--- config.mk ---
export PLATFORM = sky130hd
export DESIGN_NAME = game_round_ctrl_flat
export DESIGN_NICKNAME = d
export VERILOG_FILES = /design/src/rtl/game_round_ctrl_if.sv /design/src/rtl/game_round_ctrl.sv /design/src/flat_wrapper.sv
export SDC_FILE = /design/constraint.sdc
export NUM_CORES = 1
export LEC_CHECK = 0
export CORE_ASPECT_RATIO = 1.2
export CORE_MARGIN = 4
export CORE_UTILIZATION = 45
export DETAILED_ROUTE_END_ITERATION = 7
export PLACE_DENSITY_LB_ADDON = 0.12
export SLEW_MARGIN = 20
export SYNTH_ARGS = -nofsm -noshare
export SYNTH_HDL_FRONTEND = slang
export SYNTH_SLANG_ARGS = --single-unit
export TNS_END_PERCENT = 50
--- constraint.sdc ---
create_clock -name clk -period 5.95 [get_ports clk]
set_input_delay 1.19 -clock clk [delete_from_list [all_inputs] [get_ports clk]]
set_output_delay 1.19 -clock clk [all_outputs]
set_load 0.02 [all_outputs]
--- src/rtl/game_round_ctrl_if.sv ---
// Sprite/controller bundle for game_round_ctrl.
// master: position-update side (drives tick, start, positions, pellet pulses).
// slave:  round controller (drives state, lives, score and sprite strobes).
interface game_round_ctrl_if #(
  parameter int NUM_GHOSTS = 4,
  parameter int X_W        = 11,
  parameter int Y_W        = 10,
  parameter int SCORE_W    = 12
);
  logic                        tick;
  logic                        start;
  logic [X_W-1:0]              pacman_x;
  logic [Y_W-1:0]              pacman_y;
  logic [NUM_GHOSTS*X_W-1:0]   ghost_x;
  logic [NUM_GHOSTS*Y_W-1:0]   ghost_y;
  logic                        food_eaten;
  logic                        power_eaten;
  logic [2:0]                  state;
  logic [2:0]                  lives;
  logic [SCORE_W-1:0]          score;
  logic                        freeze;
  logic                        respawn;
  logic                        pacman_dead;
  logic                        game_over;
  logic                        frightened;
  logic [NUM_GHOSTS-1:0]       ghost_eaten;

  modport master (
    output tick, start, pacman_x, pacman_y, ghost_x, ghost_y, food_eaten, power_eaten,
    input  state, lives, score, freeze, respawn, pacman_dead, game_over, frightened, ghost_eaten
  );

  modport slave (
    input  tick, start, pacman_x, pacman_y, ghost_x, ghost_y, food_eaten, power_eaten,
    output state, lives, score, freeze, respawn, pacman_dead, game_over, frightened, ghost_eaten
  );
endinterface

--- src/rtl/game_round_ctrl.sv ---
// Round / lives / score controller for the maze game.
// Sequences IDLE -> READY -> PLAY -> DYING -> (READY | OVER), counts lives,
// keeps a saturating score and drives freeze/respawn back to the sprite logic.
// Optional feature macro: GAME_ROUND_POWER_PELLET_EN (power pellets, frightened
// ghosts, ghost eating). Without it every hit is fatal and power_eaten is ignored.

// Per-ghost proximity test: both axes closer than HIT_DIST.
module game_round_hit #(
  parameter int X_W      = 11,
  parameter int Y_W      = 10,
  parameter int HIT_DIST = 8
) (
  input  logic [X_W-1:0] pacman_x,
  input  logic [Y_W-1:0] pacman_y,
  input  logic [X_W-1:0] ghost_x,
  input  logic [Y_W-1:0] ghost_y,
  output logic           hit
);
  // One extra bit so the subtraction sign is never lost.
  localparam int D_W = ((X_W > Y_W) ? X_W : Y_W) + 1;

  logic [D_W-1:0] dx, dy, ax, ay;

  // Absolute differences on both axes, then the window compare.
  always_comb begin
    dx  = D_W'(pacman_x) - D_W'(ghost_x);
    dy  = D_W'(pacman_y) - D_W'(ghost_y);
    ax  = dx[D_W-1] ? (D_W'(0) - dx) : dx;
    ay  = dy[D_W-1] ? (D_W'(0) - dy) : dy;
    hit = (ax < D_W'(HIT_DIST)) && (ay < D_W'(HIT_DIST));
  end
endmodule

module game_round_ctrl #(
  parameter int NUM_GHOSTS   = 4,
  parameter int X_W          = 11,
  parameter int Y_W          = 10,
  parameter int SCORE_W      = 12,
  parameter int LIVES        = 3,
  parameter int HIT_DIST     = 8,
  parameter int FOOD_POINTS  = 1,
  parameter int READY_TICKS  = 32,
  parameter int DEATH_TICKS  = 64,
  parameter int FRIGHT_TICKS = 256,
  parameter int GHOST_POINTS = 20
) (
  input logic             clk,
  input logic             rst,
  game_round_ctrl_if.slave bus
);
  localparam int CNT_MAX = (READY_TICKS > DEATH_TICKS) ? READY_TICKS : DEATH_TICKS;
  localparam int CNT_W   = $clog2(CNT_MAX + 1);
  localparam int SUM_W   = SCORE_W + 16;
  localparam logic [SCORE_W-1:0] SCORE_MAX = '1;

  typedef enum logic [2:0] {
    S_IDLE  = 3'd0,
    S_READY = 3'd1,
    S_PLAY  = 3'd2,
    S_DYING = 3'd3,
    S_OVER  = 3'd4
  } state_e;

  state_e                state_q, state_nxt;
  logic [CNT_W-1:0]      cnt_q, cnt_d;
  logic [2:0]            lives_q, lives_d;
  logic [SCORE_W-1:0]    score_q, score_d;
  logic                  respawn_q, respawn_d;
  logic                  dead_q, dead_d;
  logic                  freeze_q, freeze_d;
  logic                  over_q, over_d;
  logic                  fright_out_q, fright_out_d;
  logic [NUM_GHOSTS-1:0] eaten_q, eaten_d;

  logic [NUM_GHOSTS-1:0] hit;
  logic [NUM_GHOSTS-1:0] eat_vec;
  logic                  fright_on;
  logic                  sample;
  logic                  fatal;
  logic [3:0]            n_eat;
  logic [SUM_W-1:0]      sum;

  for (genvar g = 0; g < NUM_GHOSTS; g++) begin : g_hit
    game_round_hit #(.X_W(X_W), .Y_W(Y_W), .HIT_DIST(HIT_DIST)) u_hit (
      .pacman_x (bus.pacman_x),
      .pacman_y (bus.pacman_y),
      .ghost_x  (bus.ghost_x[g*X_W +: X_W]),
      .ghost_y  (bus.ghost_y[g*Y_W +: Y_W]),
      .hit      (hit[g])
    );
  end

  // Collisions only count on a movement tick while playing; frightened
  // status is the pre-decrement value so the tick that ends fright is safe.
  always_comb begin
    sample  = bus.tick && (state_q == S_PLAY);
    eat_vec = (sample && fright_on) ? hit : '0;
    fatal   = sample && !fright_on && (|hit);
    n_eat   = '0;
    for (int i = 0; i < NUM_GHOSTS; i++) n_eat = n_eat + {3'b000, eat_vec[i]};
  end

  // State register.
  always_ff @(posedge clk or negedge rst) begin
    if (!rst) state_q <= S_IDLE;
    else      state_q <= state_nxt;
  end

  // Next-state logic; tick counts are terminal on the tick that reaches N.
  always_comb begin
    state_nxt = state_q;
    case (state_q)
      S_IDLE, S_OVER: if (bus.start) state_nxt = S_READY;
      S_READY: if (bus.tick && cnt_q == CNT_W'(READY_TICKS - 1)) state_nxt = S_PLAY;
      S_PLAY:  if (fatal) state_nxt = S_DYING;
      S_DYING: if (bus.tick && cnt_q == CNT_W'(DEATH_TICKS - 1))
                 state_nxt = (lives_q == 3'd0) ? S_OVER : S_READY;
      default: state_nxt = S_IDLE;
    endcase
  end

  // Output / datapath next values; everything lands in registers below.
  always_comb begin
    cnt_d     = cnt_q;
    lives_d   = lives_q;
    score_d   = score_q;
    respawn_d = (state_nxt == S_READY) && (state_q != S_READY);
    dead_d    = fatal;
    eaten_d   = eat_vec;
    freeze_d  = (state_nxt != S_PLAY);
    over_d    = (state_nxt == S_OVER);
    sum       = '0;

    if (state_nxt != state_q)
      cnt_d = '0;
    else if (bus.tick && (state_q == S_READY || state_q == S_DYING))
      cnt_d = cnt_q + 1'b1;

    case (state_q)
      S_IDLE, S_OVER: begin
        if (bus.start) begin
          lives_d = 3'(LIVES);
          score_d = '0;
        end
      end
      S_PLAY: begin
        // Food and eaten ghosts accumulate together, clamped at all-ones.
        sum = SUM_W'(score_q)
            + (bus.food_eaten ? SUM_W'(FOOD_POINTS) : SUM_W'(0))
            + SUM_W'(n_eat) * SUM_W'(GHOST_POINTS);
        score_d = (sum > SUM_W'(SCORE_MAX)) ? SCORE_MAX : sum[SCORE_W-1:0];
        if (fatal) lives_d = lives_q - 3'd1;
      end
      default: ;
    endcase
  end

`ifdef GAME_ROUND_POWER_PELLET_EN
  localparam int FR_W = $clog2(FRIGHT_TICKS + 1);
  logic [FR_W-1:0] fright_q, fright_d;

  assign fright_on = (fright_q != '0);

  // Fright timer: power pellet (re)loads, ticks drain, every READY entry clears.
  always_comb begin
    fright_d = fright_q;
    if (bus.tick && fright_q != '0) fright_d = fright_q - 1'b1;
    if (state_q == S_PLAY && bus.power_eaten) fright_d = FR_W'(FRIGHT_TICKS);
    if (respawn_d) fright_d = '0;
    fright_out_d = (fright_d != '0);
  end

  // Fright timer register.
  always_ff @(posedge clk or negedge rst) begin
    if (!rst) fright_q <= '0;
    else      fright_q <= fright_d;
  end
`else
  logic unused_power;
  assign unused_power = bus.power_eaten;
  assign fright_on    = 1'b0;
  assign fright_out_d = 1'b0;
`endif

  // Registered outputs and round bookkeeping.
  always_ff @(posedge clk or negedge rst) begin
    if (!rst) begin
      cnt_q        <= '0;
      lives_q      <= 3'(LIVES);
      score_q      <= '0;
      respawn_q    <= 1'b0;
      dead_q       <= 1'b0;
      freeze_q     <= 1'b1;
      over_q       <= 1'b0;
      fright_out_q <= 1'b0;
      eaten_q      <= '0;
    end else begin
      cnt_q        <= cnt_d;
      lives_q      <= lives_d;
      score_q      <= score_d;
      respawn_q    <= respawn_d;
      dead_q       <= dead_d;
      freeze_q     <= freeze_d;
      over_q       <= over_d;
      fright_out_q <= fright_out_d;
      eaten_q      <= eaten_d;
    end
  end

  assign bus.state       = state_q;
  assign bus.lives       = lives_q;
  assign bus.score       = score_q;
  assign bus.freeze      = freeze_q;
  assign bus.respawn     = respawn_q;
  assign bus.pacman_dead = dead_q;
  assign bus.game_over   = over_q;
  assign bus.frightened  = fright_out_q;
  assign bus.ghost_eaten = eaten_q;
endmodule
--- src/flat_wrapper.sv ---
// flat-port wrapper written by rule: the top's interface ports become plain ports
module game_round_ctrl_flat 
#(
  parameter int NUM_GHOSTS   = 4,
  parameter int X_W          = 11,
  parameter int Y_W          = 10,
  parameter int SCORE_W      = 12,
  parameter int LIVES        = 3,
  parameter int HIT_DIST     = 8,
  parameter int FOOD_POINTS  = 1,
  parameter int READY_TICKS  = 32,
  parameter int DEATH_TICKS  = 64,
  parameter int FRIGHT_TICKS = 256,
  parameter int GHOST_POINTS = 20
)
  (clk, rst, bus_tick, bus_start, bus_pacman_x, bus_pacman_y, bus_ghost_x, bus_ghost_y, bus_food_eaten, bus_power_eaten, bus_state, bus_lives, bus_score, bus_freeze, bus_respawn, bus_pacman_dead, bus_game_over, bus_frightened, bus_ghost_eaten);
  game_round_ctrl_if #(.NUM_GHOSTS(NUM_GHOSTS), .X_W(X_W), .Y_W(Y_W), .SCORE_W(SCORE_W)) bus_i ();
  input logic clk;
  input logic rst;
  input wire logic [$bits(bus_i.tick)-1:0] bus_tick;
  input wire logic [$bits(bus_i.start)-1:0] bus_start;
  input wire logic [$bits(bus_i.pacman_x)-1:0] bus_pacman_x;
  input wire logic [$bits(bus_i.pacman_y)-1:0] bus_pacman_y;
  input wire logic [$bits(bus_i.ghost_x)-1:0] bus_ghost_x;
  input wire logic [$bits(bus_i.ghost_y)-1:0] bus_ghost_y;
  input wire logic [$bits(bus_i.food_eaten)-1:0] bus_food_eaten;
  input wire logic [$bits(bus_i.power_eaten)-1:0] bus_power_eaten;
  output wire logic [$bits(bus_i.state)-1:0] bus_state;
  output wire logic [$bits(bus_i.lives)-1:0] bus_lives;
  output wire logic [$bits(bus_i.score)-1:0] bus_score;
  output wire logic [$bits(bus_i.freeze)-1:0] bus_freeze;
  output wire logic [$bits(bus_i.respawn)-1:0] bus_respawn;
  output wire logic [$bits(bus_i.pacman_dead)-1:0] bus_pacman_dead;
  output wire logic [$bits(bus_i.game_over)-1:0] bus_game_over;
  output wire logic [$bits(bus_i.frightened)-1:0] bus_frightened;
  output wire logic [$bits(bus_i.ghost_eaten)-1:0] bus_ghost_eaten;
  assign bus_i.tick = bus_tick;
  assign bus_i.start = bus_start;
  assign bus_i.pacman_x = bus_pacman_x;
  assign bus_i.pacman_y = bus_pacman_y;
  assign bus_i.ghost_x = bus_ghost_x;
  assign bus_i.ghost_y = bus_ghost_y;
  assign bus_i.food_eaten = bus_food_eaten;
  assign bus_i.power_eaten = bus_power_eaten;
  assign bus_state = bus_i.state;
  assign bus_lives = bus_i.lives;
  assign bus_score = bus_i.score;
  assign bus_freeze = bus_i.freeze;
  assign bus_respawn = bus_i.respawn;
  assign bus_pacman_dead = bus_i.pacman_dead;
  assign bus_game_over = bus_i.game_over;
  assign bus_frightened = bus_i.frightened;
  assign bus_ghost_eaten = bus_i.ghost_eaten;
  game_round_ctrl #(.NUM_GHOSTS(NUM_GHOSTS), .X_W(X_W), .Y_W(Y_W), .SCORE_W(SCORE_W), .LIVES(LIVES), .HIT_DIST(HIT_DIST), .FOOD_POINTS(FOOD_POINTS), .READY_TICKS(READY_TICKS), .DEATH_TICKS(DEATH_TICKS), .FRIGHT_TICKS(FRIGHT_TICKS), .GHOST_POINTS(GHOST_POINTS)) u_core (.clk(clk), .rst(rst), .bus(bus_i));
endmodule
# After elaboration in Yosys (flattened, before gate mapping)
# Index checks and enable logic that the tools add are counted.
[totals] regBits=29 inputBits=111 out_inout_bits=27 wordCells=91
[op_classes] addsub=19 magnitude_cmp=9 n_eq_ne=13 muxes=23 n_reduce_logical=19
[op_table] cell="two-way mux 12 bit" n=10
[op_table] cell="< comparator 12 x 4 -> 1 bit, second input constant" n=8
[op_table] cell="subtractor 1 x 11 -> 12 bit, first input constant" n=4
[op_table] cell="subtractor 1 x 12 -> 12 bit, first input constant" n=4
[op_table] cell="subtractor 11 x 11 -> 12 bit" n=4
[op_table] cell="subtractor 10 x 10 -> 11 bit" n=4
[op_table] cell="adder 12 x 28 -> 28 bit" n=1
[op_table] cell="> comparator 28 x 12 -> 1 bit, second input constant" n=1
[op_table] cell="one-hot mux 12 bit (2 select lines)" n=1
[op_table] cell="two-way mux 3 bit" n=7
[op_table] cell="two-way mux 7 bit" n=2
[op_table] cell="one-hot mux 3 bit (4 select lines)" n=1
[op_table] cell="logical AND 1 bit" n=10
[op_table] cell="adder 7 x 1 -> 7 bit, second input constant" n=1
[op_table] cell="== test 7 x 5 -> 1 bit, second input constant" n=1
[op_table] cell="== test 7 x 6 -> 1 bit, second input constant" n=1
[op_table] cell="== test 3 x 1 -> 1 bit, second input constant" n=2
[op_table] cell="== test 3 x 2 -> 1 bit, second input constant" n=2
[op_table] cell="== test 3 bit, second input constant" n=2
[op_table] cell="zero test 3 bit" n=2
[op_table] cell="one-hot mux 3 bit (2 select lines)" n=1
[op_table] cell="nonzero test 2 bit" n=2
[op_table] cell="OR reduction 4 bit" n=1
[op_table] cell="!= test 3 x 1 -> 1 bit, second input constant" n=1
[op_table] cell="10 further kinds" n=10

# Longest topological paths before layout
[depth] depth_word=11 depth_mapped=14 depth_no_buf=14

# Modules after synthesis
# Synthesis repeated with hierarchy kept, for this count alone.
[unflattened] cells_unflattened=889 hier_area_um2=6691.4
[modules_own_cells] module="game_round_hit (u_core.g_hit[0].u_hit ...)" n_inst=3 cells_each=180 area_each_um2=1278.7 seq_area_each_um2=0.0
[modules_own_cells] module="game_round_ctrl" n_inst=1 cells_each=173 area_each_um2=1637.8 seq_area_each_um2=729.4
[modules_own_cells] module="game_round_hit (u_core.g_hit[1].u_hit)" n_inst=1 cells_each=176 area_each_um2=1217.4 seq_area_each_um2=0.0

# Worst setup path before layout
# OpenSTA, ideal clock, no wires.
[synth_path] path_type="input port to flip-flop" from="input port bus_pacman_x[0]" to="register u_core.respawn_q, in the netlist u_core.bus.respawn" setup_time_ns=0.107 t_arrival_ns=4.396 required_ns=5.843 setup_slack_ns=1.448 cell_stages=13 path_buffers=0 path_cell_list="inv_1 > ha_1 > fa_1 > nor2b_1 > o2111ai_1 > a21o_1 > o31a_1 > xnor2_1 > or4b_1 > a2111o_1 > o41a_1 > a21o_2 > a2111oi_4"
[synth_via] elab_chain_cells=11 elab_cells_between_ends=26 cone_classes="8 x add/sub; 4 x order compare; 1 x eq/ne; 6 x mux; 7 x reduce/logical"
[synth_rtl] element="from (decl)" line="flat_wrapper.sv:22" source="input wire logic [$bits(bus_i.pacman_x)-1:0] bus_pacman_x;"
[synth_rtl] element="subtractor 11 x 11 -> 12 bit" line="game_round_ctrl.sv:26" source="dx = D_W'(pacman_x) - D_W'(ghost_x);"
[synth_rtl] element="subtractor 1 x 12 -> 12 bit" line="game_round_ctrl.sv:28" source="ax = dx[D_W-1] ? (D_W'(0) - dx) : dx;"
[synth_rtl] element="two-way mux 12 bit" line="game_round_ctrl.sv:28"
[synth_rtl] element="< comparator 12 x 4 -> 1 bit" line="game_round_ctrl.sv:30" source="hit = (ax < D_W'(HIT_DIST)) && (ay < D_W'(HIT_DIST));"
[synth_rtl] element="logical AND 1 bit" line="game_round_ctrl.sv:30"
[synth_rtl] element="OR reduction 4 bit *" line="game_round_ctrl.sv:98" source="fatal = sample && !fright_on && (|hit);"
[synth_rtl] element="logical AND 1 bit *" line="game_round_ctrl.sv:98"
[synth_rtl] element="two-way mux 3 bit *" line="game_round_ctrl.sv:115" source="S_PLAY: if (fatal) state_nxt = S_DYING;"
[synth_rtl] element="one-hot mux 3 bit (4 select lines) *" line="game_round_ctrl.sv:112" source="case (state_q)"
[synth_rtl] element="== test 3 x 1 -> 1 bit *" line="game_round_ctrl.sv:127" source="respawn_d = (state_nxt == S_READY) && (state_q != S_READY);"
[synth_rtl] element="logical AND 1 bit *" line="game_round_ctrl.sv:127"
[synth_rtl] element="net u_core.respawn_d" line="game_round_ctrl.sv:68" source="logic respawn_q, respawn_d;"
[synth_rtl] element="to (signal assigned)" line="game_round_ctrl.sv:201" source="respawn_q <= respawn_d;"
[synth_rtl] element="to (decl)" line="game_round_ctrl.sv:68"
# Mark *: on every way through the listed nets, which the timed path passes. The rest lies on a longest branch.
# A chain may end at the register's enable or synchronous reset.

# Worst setup path in the final report
# Same ends and word-level chain as after synthesis.

==> impl_metrics.py <==
metrics = {
    "drt": {
        "route.detailed.drc": 0,
        "vias": 6913,
        "antenna_left": 0,
        "drt_pre_antenna_iters": 5,
        "wirelength_mm": 17.9,
        "drtIter0Drc": 373,
        "wl_per_cell_um": 14.3,
        "avgViaCountPerCell": 5.54,
    },
    "sta": {
        "setup_violations": 0,
        "fin_ws_ps": 927,
        "fmax_mhz": 199,
        "hold_viol_final": 0,
        "tns_ps": 0,
        "fin_crit_ps": 5020,
        "fin_crit_sh_pct": 84.4,
        "maxSlewViolCount": 0,
        "rsz0062_at_grt": "false",
        "relSlewSlack_pct": 59.4,
        "fin_skew_ps": 3.67,
        "worst_pin_slew_ps": 603,
    },
    "layout": {
        "areaGrowthSynthToFinish_pct": 24.4,
        "n_antenna_cell": 0,
        "drive_above_1_share_pct": 3.84,
        "fin_cells": 1247,
        "fin_nets": 1250,
        "final_core_util_pct": 56.7,
    },
    "floorplanning": {
        "ios": 138,
        "num_rows": 49,
        "die_height_um": 143,
        "start_util_pct": 45.6,
        "dieArea_sq_um": 17200,
        "die_x_um": 120,
        "core_sq_um": 15000,
    },
    "worst_hold_path": {
        "hold_end": "u_core.bus.lives[0]",
        "hold_depth": 2,
        "hold_start": "u_core.bus.lives[0]",
        "hold_path.class": "flop to flop",
    },
    "clocking": {
        "cts_buffers": 5,
        "clock-sinks": 29,
        "cts_tree": "done",
        "cts_setup_buffers": 0,
        "cts_root_buf": "clkbuf_16",
        "clkSlewWorstSetupHoldPaths_ps": 50,
        "htree_levels": 2,
        "cts_resized": 0,
        "ctsHoldBuffers": 0,
        "insertion_delay_ps": 280,
        "cts_buffer_depth": 2,
    },
    "placed_design": {
        "place_ws_ps": 632,
        "gp_congestion": 0.855,
        "dp_hpwl_mm": 14.8,
        "port_buffers": 131,
        "dp_cells": 1239,
    },
    "power_and_ir_drop": {
        "power_density_nw_per_um2": 163,
        "finalPower_mw": 1.38,
        "vdd_drop_max_v": 0.000125,
        "p_leak_nw": 3.78,
    },
    "global_route": {
        "grt_pass1_vias": 6348,
        "grt_start_max_net_pins": 30,
        "grt_usage_pct": 20.1,
        "antenna_found_initial": 0,
        "grt_pass1_wl_mm": 29.2,
        "grt_overflow_total": 0,
    },
    "worst_setup_path": {
        "worstPathArrival_ps": 5200,
        "critPathLaunch": "bus_pacman_x[0]",
        "path_class": "input pin to flop",
        "rr_worst_depth": 7,
        "cp-end-kind": "flop",
        "critical_path_required_ps": 6120,
        "startpoint_type": "input pin",
        "r2r_start": "u_core.bus.score[0]",
        "reg2reg_to": "u_core.bus.score[5]",
        "crit_fanout": 10,
        "r2r_slack_ps": 3810,
    },
    "yosys": {
        "async_flop_share_pct": 100,
        "synth_edf_count": 0,
        "synth_cell_types": 92,
        "synth_cells": 914,
        "syn_area_sq_um": 6820,
        "ys_ff_latch": 29,
        "synth_seq_area_share_pct": 10.7,
        "synth_flop_cell": "dfrtp_1",
        "synth_area_per_cell_sq_um": 7.46,
        "yosys_warnings": 0,
    },
    "status": {
        "outcome": "finished, final reports clean",
    },
    "flow_run": {
        "max_cap_violations": 0,
    },
}
-- cell usage in the layout, fill, tap and decap left out, types with 8 or more instances in the layout --
| master | count |
|---|---|
| clkdlybuf4s50_1 | 131 |
| inv_1 | 107 |
| ha_1 | 89 |
| a21oi_1 | 65 |
| nor2_1 | 65 |
| nand2_1 | 52 |
| o21ai_0 | 44 |
| xnor2_1 | 27 |
| dfrtp_1 | 26 |
| nand3_1 | 25 |
| xor2_1 | 24 |
| nor3_1 | 23 |
| a21o_1 | 21 |
| nor2b_1 | 21 |
| a31oi_1 | 21 |
| nand2b_1 | 19 |
| nand4_1 | 16 |
| and3_1 | 16 |
| or3_1 | 11 |
| o211ai_1 | 11 |
| a211oi_1 | 10 |
| o21a_1 | 9 |
| mux2i_1 | 9 |
| o2111ai_1 | 9 |
| and2_1 | 8 |
| nor4_1 | 8 |
| nor3b_1 | 8 |
| fa_1 | 8 |
-- critical path, stage by stage --
cell,delay (ps)
clkdlybuf4s50_1,450
inv_1,90
ha_1,220
fa_1,410
nor2b_1,170
o2111ai_1,170
a21o_1,250
o31a_1,290
xnor2_1,170
or4b_1,530
a2111o_1,470
o41a_1,160
a21o_2,280
a2111oi_4,340
-- sequential cells by signal, summed over array words and instances, names as in the netlist --
register,flops
u_core.bus.freeze,1
u_core.bus.game_over,1
u_core.bus.lives,3
u_core.bus.pacman_dead,1
u_core.bus.respawn,1
u_core.bus.score,12
u_core.bus.state,3
u_core.cnt_q,7
-- how the worst max path moves through the flow --
stage	depth (start not counted)	endpoint	slack, ps
after global placement	14	u_core.bus.respawn	660
after detailed placement	11	u_core.bus.respawn	630
after CTS	11	u_core.bus.respawn	920
final	14	u_core.bus.respawn	930
after floorplan	13	u_core.bus.respawn	1450
after global routing	14	u_core.bus.respawn	730
-- layer usage --
layer	vias to the layer above	track usage, %	wire [um]
li1	3657	-	-
met1	3093	27.0	8550
met2	146	34.7	8350
met3	17	2.38	734
met4	0	4.30	262
met5	-	0	0
-- synth_stat cells (all sizes together), types with 7 or more instances --
master / n / area share, %
a211o: 7 / 0.90
a211oi: 12 / 1.6
a21o: 22 / 2.4
a21oi: 65 / 4.8
a31oi: 21 / 1.9
and2: 8 / 0.73
and3: 16 / 1.5
buf: 7 / 0.68
clkbuf: 11 / 0.61
dfrtp: 26 / 9.5
fa: 8 / 2.3
ha: 89 / 16
inv: 108 / 5.9
mux2i: 9 / 1.3
nand2: 52 / 2.9
nand2b: 19 / 1.7
nand3: 25 / 1.8
nand4: 16 / 1.5
nor2: 65 / 3.6
nor2b: 21 / 1.9
nor3: 23 / 1.7
nor3b: 8 / 0.88
nor4: 8 / 0.73
o2111ai: 9 / 1.2
o211ai: 11 / 1.2
o21a: 9 / 0.99
o21ai: 48 / 3.5
o21bai: 7 / 0.77
o31ai: 7 / 0.92
or3: 11 / 1.0
xnor2: 27 / 3.5
xor2: 24 / 3.1
-- cells by family after synthesis --
logic type | synth area share [%]
AOI/OAI and AO/OA | 31.0
xor gates and xnor gates | 6.55
adders and majority gates | 18.7
buffers and inverters | 7.23
DFF | 10.7
muxes | 2.15
other | 0.0550
and+or+nand+nor | 23.7
-- per-stage QoR --
stage / cell area (sq um) / hold WS, ps
after global routing: 8490 / 580
after CTS: 8490 / 553
after global placement: 8350 / 529
after floorplan: 6840 / 560
after detailed placement: 8350 / 532
final: 8490 / 545
-- power breakdown --
group / leakage [nW] / total [mW] / internal [mW] / switching (mW)
clock: 0.0696 / 0.241 / 0.153 / 0.0882
combinational: 3.34 / 0.863 / 0.409 / 0.454
sequential: 0.379 / 0.280 / 0.238 / 0.0416
total: 3.78 / 1.38 / 0.800 / 0.584
-- cell type report --
| cell class | instances | area (sq um) |
|---|---|---|
| Timing Repair Buffer | 135 | 1340 |
| Sequential cell | 29 | 729 |
| Inverter | 108 | 405 |
| Tap cell | 204 | 255 |
| Multi-Input combinational cell | 763 | 5610 |
| Clock inverter | 3 | 17.5 |
| Clock buffer | 5 | 125 |
| Fill cell | 1482 | 6470 |
Note: power is estimated with default switching activity, not from simulation.
